## config.mk

```make
export PLATFORM = sky130hd
export DESIGN_NAME = mem_access_unit
export DESIGN_NICKNAME = d
export VERILOG_FILES = /design/src/rtl/mem_access_unit.sv
export SDC_FILE = /design/constraint.sdc
export NUM_CORES = 1
export LEC_CHECK = 0
export CAP_MARGIN = 20
export CORE_UTILIZATION = 44
export DETAILED_ROUTE_END_ITERATION = 16
export PLACE_DENSITY = 0.8
export SETUP_SLACK_MARGIN = 0.1
export SLEW_MARGIN = 20
export SYNTH_ARGS = -nofsm -noshare
export SYNTH_HDL_FRONTEND = slang
export SYNTH_SLANG_ARGS = --single-unit
```

## constraint.sdc

```tcl
create_clock -name clk -period 4.3 [get_ports clk]
set_input_delay 0.645 -clock clk [delete_from_list [all_inputs] [get_ports clk]]
set_output_delay 0.645 -clock clk [all_outputs]
set_load 0.1 [all_outputs]
```

## src/rtl/mem_access_unit.sv

```systemverilog
// mem_access_unit
// Memory stage of the multi-cycle MIPS CPU. Performs one load or store per
// request on a variable-latency, word-wide data bus using a req/ack handshake.
// Byte order is big-endian: byte lane k = addr[1:0] lives in bits
// (31-8k) down to (24-8k).
//
// Ports:
//   clk, reset             rising-edge clock, asynchronous active-high reset
//   start                  one-cycle request, sampled only while idle
//   we, size, sign_ext     operation: store/load, 00 b / 01 h / 1x w, load extension
//   addr, wdata            effective address and raw store data
//   m_req, m_we, m_addr    memory bus request, write enable, word address
//   m_wdata, m_be          lane-replicated store data and byte enables
//   m_ack, m_rdata         memory acknowledge and read data
//   dy                     registered, extended load result
//   busy, done             activity flag and one-cycle completion pulse
//   addr_err, bus_err      completion status: misaligned / timed out
module mem_access_unit #(
  parameter int TIMEOUT = 16
) (
  input  logic        clk,
  input  logic        reset,
  input  logic        start,
  input  logic        we,
  input  logic [1:0]  size,
  input  logic        sign_ext,
  input  logic [31:0] addr,
  input  logic [31:0] wdata,
  output logic        m_req,
  output logic        m_we,
  output logic [31:0] m_addr,
  output logic [31:0] m_wdata,
  output logic [3:0]  m_be,
  input  logic        m_ack,
  input  logic [31:0] m_rdata,
  output logic [31:0] dy,
  output logic        busy,
  output logic        done,
  output logic        addr_err,
  output logic        bus_err
);

  localparam logic [7:0] TIMEOUT_C = 8'(TIMEOUT);

  typedef enum logic [2:0] {
    ST_IDLE = 3'd0,
    ST_REQ  = 3'd1,
    ST_DONE = 3'd2,
    ST_ERR  = 3'd3,
    ST_TOUT = 3'd4
  } state_t;

  // Byte enables for the addressed lane(s); bit 3 covers bits 31:24.
  function automatic logic [3:0] lane_be(input logic [1:0] size_v, input logic [1:0] a_v);
    logic [3:0] be_v;
    case (size_v)
      2'b00:   be_v = 4'b1000 >> a_v;
      2'b01:   be_v = a_v[1] ? 4'b0011 : 4'b1100;
      default: be_v = 4'b1111;
    endcase
    return be_v;
  endfunction

  // Replicate the store byte/halfword across every lane it could occupy.
  function automatic logic [31:0] store_data(input logic [1:0] size_v, input logic [31:0] w_v);
    logic [31:0] d_v;
    case (size_v)
      2'b00:   d_v = {4{w_v[7:0]}};
      2'b01:   d_v = {2{w_v[15:0]}};
      default: d_v = w_v;
    endcase
    return d_v;
  endfunction

  // Pick the addressed byte/halfword out of the read word and extend it.
  function automatic logic [31:0] load_extract(input logic [1:0] size_v, input logic sext_v,
                                               input logic [1:0] a_v, input logic [31:0] rd_v);
    logic [7:0]  b_v;
    logic [15:0] h_v;
    logic [31:0] r_v;
    case (a_v)
      2'b00:   b_v = rd_v[31:24];
      2'b01:   b_v = rd_v[23:16];
      2'b10:   b_v = rd_v[15:8];
      default: b_v = rd_v[7:0];
    endcase
    h_v = a_v[1] ? rd_v[15:0] : rd_v[31:16];
    case (size_v)
      2'b00:   r_v = {{24{sext_v & b_v[7]}}, b_v};
      2'b01:   r_v = {{16{sext_v & h_v[15]}}, h_v};
      default: r_v = rd_v;
    endcase
    return r_v;
  endfunction

  // Halfwords need an even address, words (and the reserved size) a 4-aligned one.
  function automatic logic misaligned(input logic [1:0] size_v, input logic [1:0] a_v);
    logic m_v;
    case (size_v)
      2'b00:   m_v = 1'b0;
      2'b01:   m_v = a_v[0];
      default: m_v = (a_v != 2'b00);
    endcase
    return m_v;
  endfunction

  state_t      state_r, next_state_s;
  logic [7:0]  cnt_r, cnt_next_s;
  logic        we_r, sext_r;
  logic [1:0]  size_r, lane_r;
  logic        accept_s, load_dy_s, m_we_next_s;

  // Next-state, timeout counter and control decode.
  always_comb begin
    next_state_s = state_r;
    cnt_next_s   = cnt_r;
    accept_s     = 1'b0;
    load_dy_s    = 1'b0;
    m_we_next_s  = 1'b0;
    case (state_r)
      ST_IDLE: begin
        if (start) begin
          accept_s = 1'b1;
          if (misaligned(size, addr[1:0])) begin
            next_state_s = ST_ERR;
          end else begin
            next_state_s = ST_REQ;
            cnt_next_s   = 8'd0;
            m_we_next_s  = we;
          end
        end else begin
          next_state_s = ST_IDLE;
        end
      end
      ST_REQ: begin
        // An ack in the final allowed cycle still wins over the timeout.
        if (m_ack) begin
          next_state_s = ST_DONE;
          load_dy_s    = ~we_r;
        end else if ((cnt_r + 8'd1) == TIMEOUT_C) begin
          next_state_s = ST_TOUT;
        end else begin
          cnt_next_s   = cnt_r + 8'd1;
          m_we_next_s  = we_r;
        end
      end
      ST_DONE: next_state_s = ST_IDLE;
      ST_ERR:  next_state_s = ST_IDLE;
      ST_TOUT: next_state_s = ST_IDLE;
      default: next_state_s = ST_IDLE;
    endcase
  end

  // State and timeout counter registers.
  always_ff @(posedge clk or posedge reset) begin
    if (reset) begin
      state_r <= ST_IDLE;
      cnt_r   <= 8'd0;
    end else begin
      state_r <= next_state_s;
      cnt_r   <= cnt_next_s;
    end
  end

  // Capture the request and its bus image when a start is accepted.
  always_ff @(posedge clk or posedge reset) begin
    if (reset) begin
      we_r    <= 1'b0;
      size_r  <= 2'b00;
      sext_r  <= 1'b0;
      lane_r  <= 2'b00;
      m_addr  <= 32'd0;
      m_wdata <= 32'd0;
      m_be    <= 4'd0;
    end else if (accept_s) begin
      we_r    <= we;
      size_r  <= size;
      sext_r  <= sign_ext;
      lane_r  <= addr[1:0];
      m_addr  <= {addr[31:2], 2'b00};
      m_wdata <= we ? store_data(size, wdata) : 32'd0;
      m_be    <= lane_be(size, addr[1:0]);
    end
  end

  // Handshake and status outputs, registered from the next state.
  always_ff @(posedge clk or posedge reset) begin
    if (reset) begin
      m_req    <= 1'b0;
      m_we     <= 1'b0;
      busy     <= 1'b0;
      done     <= 1'b0;
      addr_err <= 1'b0;
      bus_err  <= 1'b0;
    end else begin
      m_req    <= (next_state_s == ST_REQ);
      m_we     <= m_we_next_s;
      busy     <= (next_state_s != ST_IDLE);
      done     <= (next_state_s == ST_DONE) || (next_state_s == ST_ERR) ||
                  (next_state_s == ST_TOUT);
      addr_err <= (next_state_s == ST_ERR);
      bus_err  <= (next_state_s == ST_TOUT);
    end
  end

  // Load result register; only a successful load changes it.
  always_ff @(posedge clk or posedge reset) begin
    if (reset) begin
      dy <= 32'd0;
    end else if (load_dy_s) begin
      dy <= load_extract(size_r, sext_r, lane_r, m_rdata);
    end
  end

endmodule

```

==> results of run 1 <==
final timing paths:
path	depth (start not counted)	from	slack, ns	endpoint
max in group asynchronous	3	reset	2.72	state_r[2]$_DFF_PP0_
max	1	m_be[0]$_DFFE_PP0P_	1.70	m_be[0]
max reg2reg	4	lane_r[1]$_DFFE_PP0P_	1.92	dy[24]$_DFFE_PP0P_
min reg2reg	1	dy[12]$_DFFE_PP0P_	0.47	dy[12]$_DFFE_PP0P_
min in group asynchronous	2	reset	0.76	m_addr[30]$_DFFE_PP0P_
min	1	dy[12]$_DFFE_PP0P_	0.47	dy[12]$_DFFE_PP0P_
cell type report:
cell class	count	area [um^2]
clock buffer	24	482
clock inverter	8	165
fill	947	3740
inverter	6	25.0
multi-input combinational	421	2270
sequential	121	3030
tap	168	210
timing repair buffer	216	2140
cell usage after synthesis (2+ instances only):
| master | count |
|---|---|
| nand2_1 | 177 |
| dfrtp_1 | 121 |
| nor2_1 | 47 |
| o21ai_0 | 37 |
| a21oi_1 | 33 |
| mux2i_1 | 32 |
| clkbuf_1 | 26 |
| a22o_1 | 11 |
| nand3_1 | 10 |
| a21o_1 | 8 |
| o221ai_1 | 7 |
| inv_1 | 6 |
| o221a_2 | 6 |
| a31oi_1 | 5 |
| and3_1 | 4 |
| buf_2 | 4 |
| nand2b_1 | 3 |
| nor3_1 | 3 |
| o21ai_1 | 3 |
| buf_1 | 2 |
| buf_4 | 2 |
| buf_6 | 2 |
| nand3b_1 | 2 |
| nor2b_1 | 2 |
| o21bai_1 | 2 |
| or2_1 | 2 |
cell families (layout without fill, tap and decap cells):
kind of cell,count (synthesis),after routing,share of synthesized area [%]
buffers and inverters,42,254,3.39
other,1,2,0.0686
multiplexers,33,33,6.27
AO/OA/AOI/OAI,125,125,15.0
flip-flops,121,121,55.4
AND/OR/NAND/NOR,258,258,19.3
adder cells (fa/ha/maj),1,1,0.229
XOR/XNOR,2,2,0.321
layer usage:
layer  GRT usage, %  routed length, um
met5              0                  0
met4           11.4                333
met3           8.02               1310
met2           43.9               8230
met1           32.5               6550
cell usage in the layout (no fill, tap or decap), types with 2 or more instances in the layout:
cell,count
clkdlybuf4s50_1,207
nand2_1,177
dfrtp_1,121
nor2_1,47
o21ai_0,37
a21oi_1,33
mux2i_1,32
clkbuf_16,17
a22o_1,11
nand3_1,10
buf_4,9
a21o_1,8
o221ai_1,7
o221a_2,6
a31oi_1,5
inv_1,5
bufinv_16,5
and3_1,4
clkbuf_1,4
o21ai_1,3
nand2b_1,3
nor3_1,3
clkinv_2,3
clkbuf_8,3
nor3b_2,2
nand3b_1,2
or2_1,2
nor2b_1,2
o21bai_1,2
conb_1,2
through the flow:
| stage | cell area, um^2 | setup slack (ns) |
|---|---|---|
| 2_1_floorplan | 5470 | 0.441 |
| 3_3_place_gp | 7670 | 1.46 |
| 3_5_place_dp | 7670 | 1.37 |
| 4_1_cts | 8320 | 1.68 |
| 5_1_grt | 8320 | 1.57 |
| 6_report | 8320 | 1.70 |
registers in the layout, indices dropped and copies added, names as in the netlist, 2 cells and up:
name and count:
dy 32, size_r 2, m_wdata 32, state_r 3, lane_r 2, m_addr 30
m_be 4, cnt_r 8
==> impl_metrics.env, run 1 <==
export IMPL_syn_area_per_cell_um2=9.37
export IMPL_fp_dieH_um=113
export IMPL_min_path_type="reg -> reg"
export IMPL_die_area_mm2=0.0129
export IMPL_arrival_ns=1.95
export IMPL_synthTopCellsByArea="dfrtp_1 55%, nand2_1 12%, mux2i_1 5.9%, o21ai_0 3.4%, nor2_1 3.2%"
export IMPL_period_needed_ns=2.60
export IMPL_hold_viol=0
export IMPL_status="complete, no violations"
export IMPL_dp_final_hpwl_um=11600
export IMPL_io_buffers=207
export IMPL_crit_type="reg -> out"
export IMPL_path_cells="clkdlybuf4s50_1"
export IMPL_worst_path_max_fanout=2
export IMPL_cp_end_kind="primary output"
export IMPL_relSlewSlack_pct=28.7
export IMPL_grt_pass1_vias=5308
export IMPL_drtAntennaViolNets=0
export IMPL_cts_sinks=121
export IMPL_tns_ns=0
export IMPL_wl_per_cell_um=17.0
export IMPL_drt_first_pass_iters=5
export IMPL_cp_required_ns=3.65
export IMPL_core_mm2=0.0121
export IMPL_setup_viol=0
export IMPL_drc=0
export IMPL_clk_latency_ns=0.41
export IMPL_cts_tree="built"
export IMPL_diodes=0
export IMPL_yosys_cell_types_count=52
export IMPL_fin_crit_sh_pct=60.4
export IMPL_cts_hold_buf=0
export IMPL_rsz0062_at_grt="no"
export IMPL_routed_wl_um=16400
export IMPL_start_util_pct=45.3
export IMPL_syn_area_mm2=0.00547
export IMPL_max_stage_delay_ns=1.20
export IMPL_yosys_warnings=0
export IMPL_synth_largest_area_cell="dfrtp_1"
export IMPL_skew_ns=0.00556
export IMPL_io_pins=210
export IMPL_num_vias=5172
export IMPL_placementRows=40
export IMPL_maxCapViolCount=0
export IMPL_dpl_cell_count=932
export IMPL_fin_util_pct=69.0
export IMPL_grt_pass1_wl_um=26200
export IMPL_yosys_register_bits=121
export IMPL_grt_usage_pct=26.6
export IMPL_gr_total_overflow=0
export IMPL_area_growth_pct=52.2
export IMPL_yosys_most_used_dff="dfrtp_1"
export IMPL_syn_instance_count=583
export IMPL_cts_inserted_buffers=17
export IMPL_cp_start_kind="flop"
export IMPL_whs_ns=0.471
export IMPL_fin_cells=964
export IMPL_slowest_stage="clkdlybuf4s50_1"
export IMPL_ys_seq_area_share_pct=55.4
export IMPL_worst_pin_slew_ns=1.07
export IMPL_htree_levels=4
export IMPL_drv_slew=0
export IMPL_globalplace_congestion=0.863
export IMPL_cpLargestDelayFamily="buffers and inverters"
export IMPL_cts_resized=0
export IMPL_die_x_um=113
export IMPL_fmax_ghz=0.385
export IMPL_path_buf_inv=1
export IMPL_drtIter0Drc=328
export IMPL_drive_gt1_share_pct=6.41
export IMPL_synth_edff_count=0
export IMPL_drt_vias_per_instance=5.37
export IMPL_synthArstFlopShare_pct=100
export IMPL_synth_top_cell_area_share_pct=55.4
export IMPL_cts_max_path_buffers=2
export IMPL_path_clk_slew_ns=0.05
export IMPL_antenna_found_initial=0
export IMPL_grt_start_max_net_pins=77
export IMPL_fin_nets=888
export IMPL_postCtsSetupBuffers=0
export IMPL_root_buffer="clkbuf_16"
Power of run 1 is not shown: default switching activity piles up to over one toggle a cycle in this logic, so the estimate is an artifact.
==> run 2: changes to the inputs <==
Clock period 4.3 ns to 2.7 ns, I/O delays scaled along.
==> run 2 against run 1 <==
- global-route usage shrank 0.45 points
- core utilization decreased by 2.5 points
- flip-flop and latch count unchanged
- final area shrank 3.6%
- wire length fell by 1.5%
- non-clock buffer count up 2
- register-to-register slack worse by 1.2 ns
- die area unchanged
- cell count is 0.21% higher
- clock-buffer cell count unchanged
- critical path depth is 4 higher
- clock skew increased by 0.0015 ns
==> impl_metrics.env, run 2 (synthesis gave the netlist of run 1 again) <==
export IMPL_antenna_found_initial=0
export IMPL_fin_util_pct=66.5
export IMPL_drv_slew=0
export IMPL_clk_latency_ns=0.41
export IMPL_cts_hold_buf=0
export IMPL_drt_first_pass_iters=4
export IMPL_drive_gt1_share_pct=19.7
export IMPL_die_area_mm2=0.0129
export IMPL_drc=0
export IMPL_rsz0062_at_grt="no"
export IMPL_io_pins=210
export IMPL_fmax_ghz=0.507
export IMPL_fillers=960
export IMPL_path_clk_slew_ns=0.05
export IMPL_reg_top3="dy: 32 flops, m_wdata: 32 flops, m_addr: 30 flops"
export IMPL_core_mm2=0.0121
export IMPL_crit_type="in -> reg"
export IMPL_fin_crit_sh_pct=73.0
export IMPL_drtAntennaViolNets=0
export IMPL_min_path_type="reg -> reg"
export IMPL_placementRows=40
export IMPL_io_buffers=207
export IMPL_die_x_um=113
export IMPL_globalplace_congestion=0.907
export IMPL_cts_resized=0
export IMPL_start_util_pct=45.3
export IMPL_tns_ns=0
export IMPL_routed_wl_um=16200
export IMPL_skew_ns=0.00709
export IMPL_maxCapViolCount=0
export IMPL_setup_viol=0
export IMPL_gr_total_overflow=0
export IMPL_cts_sinks=121
export IMPL_worst_path_max_fanout=16
export IMPL_postCtsSetupBuffers=0
export IMPL_cts_tree="built"
export IMPL_drt_vias_per_instance=5.26
export IMPL_fp_dieH_um=113
export IMPL_arrival_ns=2.23
export IMPL_root_buffer="clkbuf_16"
export IMPL_status="complete, no violations"
export IMPL_drtIter0Drc=403
export IMPL_grt_pass1_wl_um=25900
export IMPL_cts_max_path_buffers=2
export IMPL_num_vias=5082
export IMPL_grt_start_max_net_pins=82
export IMPL_fin_nets=890
export IMPL_final_common_cell="nand2_1"
export IMPL_grt_pass1_vias=5090
export IMPL_grt_usage_pct=26.1
export IMPL_hold_viol=0
export IMPL_cp_end_kind="flop"
export IMPL_cts_inserted_buffers=17
export IMPL_cp_required_ns=2.96
export IMPL_cp_start_kind="primary input"
export IMPL_area_growth_pct=46.7
export IMPL_htree_levels=4
export IMPL_relSlewSlack_pct=50.8
export IMPL_multi_input_area_mm2=0.00227
export IMPL_wl_per_cell_um=16.7
export IMPL_layout_common_cells="177 x nand2_1, 121 x dfrtp_1, 112 x buf_4"
export IMPL_period_needed_ns=1.97
export IMPL_diodes=0
export IMPL_seqCellArea_mm2=0.00303
export IMPL_dp_final_hpwl_um=11600
export IMPL_worst_pin_slew_ns=0.732
## run 2: cell types whose count changed in the layout (fill, tap and decap cells not counted)
cell,change
clkdlybuf4s50_1,-104
buf_4,+103
bufinv_16,-4
buf_12,+3
clkinvlp_4,+3
clkinv_2,+2
inv_4,-1
## run 2: per-stage QoR
| stage | cells | setup WS (ns) | hold WS (ns) | area (um^2) |
|---|---|---|---|---|
| 3_3_place_gp | 934 | 0.414 | 0.454 | 7460 |
| 5_1_grt | 966 | 0.605 | 0.500 | 8020 |
| 3_5_place_dp | 934 | 0.305 | 0.457 | 7460 |
| 4_1_cts | 966 | 0.743 | 0.469 | 8020 |
| 2_1_floorplan | 584 | 0.812 | 0.478 | 5470 |
| 6_report | 966 | 0.728 | 0.467 | 8020 |
## run 2: path summary, 6_finish.rpt
path                                              from                      end  slack [ns]  cells past startpoint
worst min-delay path            m_wdata[4]$_DFFE_PP0P_   m_wdata[4]$_DFFE_PP0P_        0.47                      2
min in group asynchronous                        reset       dy[30]$_DFFE_PP0P_        0.49                      3
max in group asynchronous                        reset  m_wdata[23]$_DFFE_PP0P_        1.80                      3
worst max register to register    cnt_r[2]$_DFFE_PP0P_     cnt_r[4]$_DFFE_PP0P_        0.73                      5
worst min register to register  m_wdata[4]$_DFFE_PP0P_   m_wdata[4]$_DFFE_PP0P_        0.47                      2
worst max-delay path                       m_rdata[23]       dy[31]$_DFFE_PP0P_        0.73                      5
## run 2: routing by layer
layer	vias up	track usage (%)	part of all wire, %
met4	0	11.8	2.6
met1	2454	32.2	41
met2	207	42.7	48
met5	-	0	0
li1	2391	-	-
met3	30	7.70	7.6
## run 2: area by class of cell
type / count / share of cell area (%)
Sequential cell: 121 / 37.8
Multi-Input combinational cell: 421 / 28.3
Timing Repair Buffer: 218 / 24.1
Clock buffer: 24 / 6.01
Tap cell: 168 / 2.62
Clock inverter: 8 / 0.874
Inverter: 6 / 0.328
## run 2: worst max-delay path, stage by stage
cell and delay [ns]:
clkdlybuf4s50_1 0.47, mux4_2 0.51, or2_1 0.26, a31oi_4 0.43, a21oi_1 0.15
Power of run 2 is left out for the same reason.
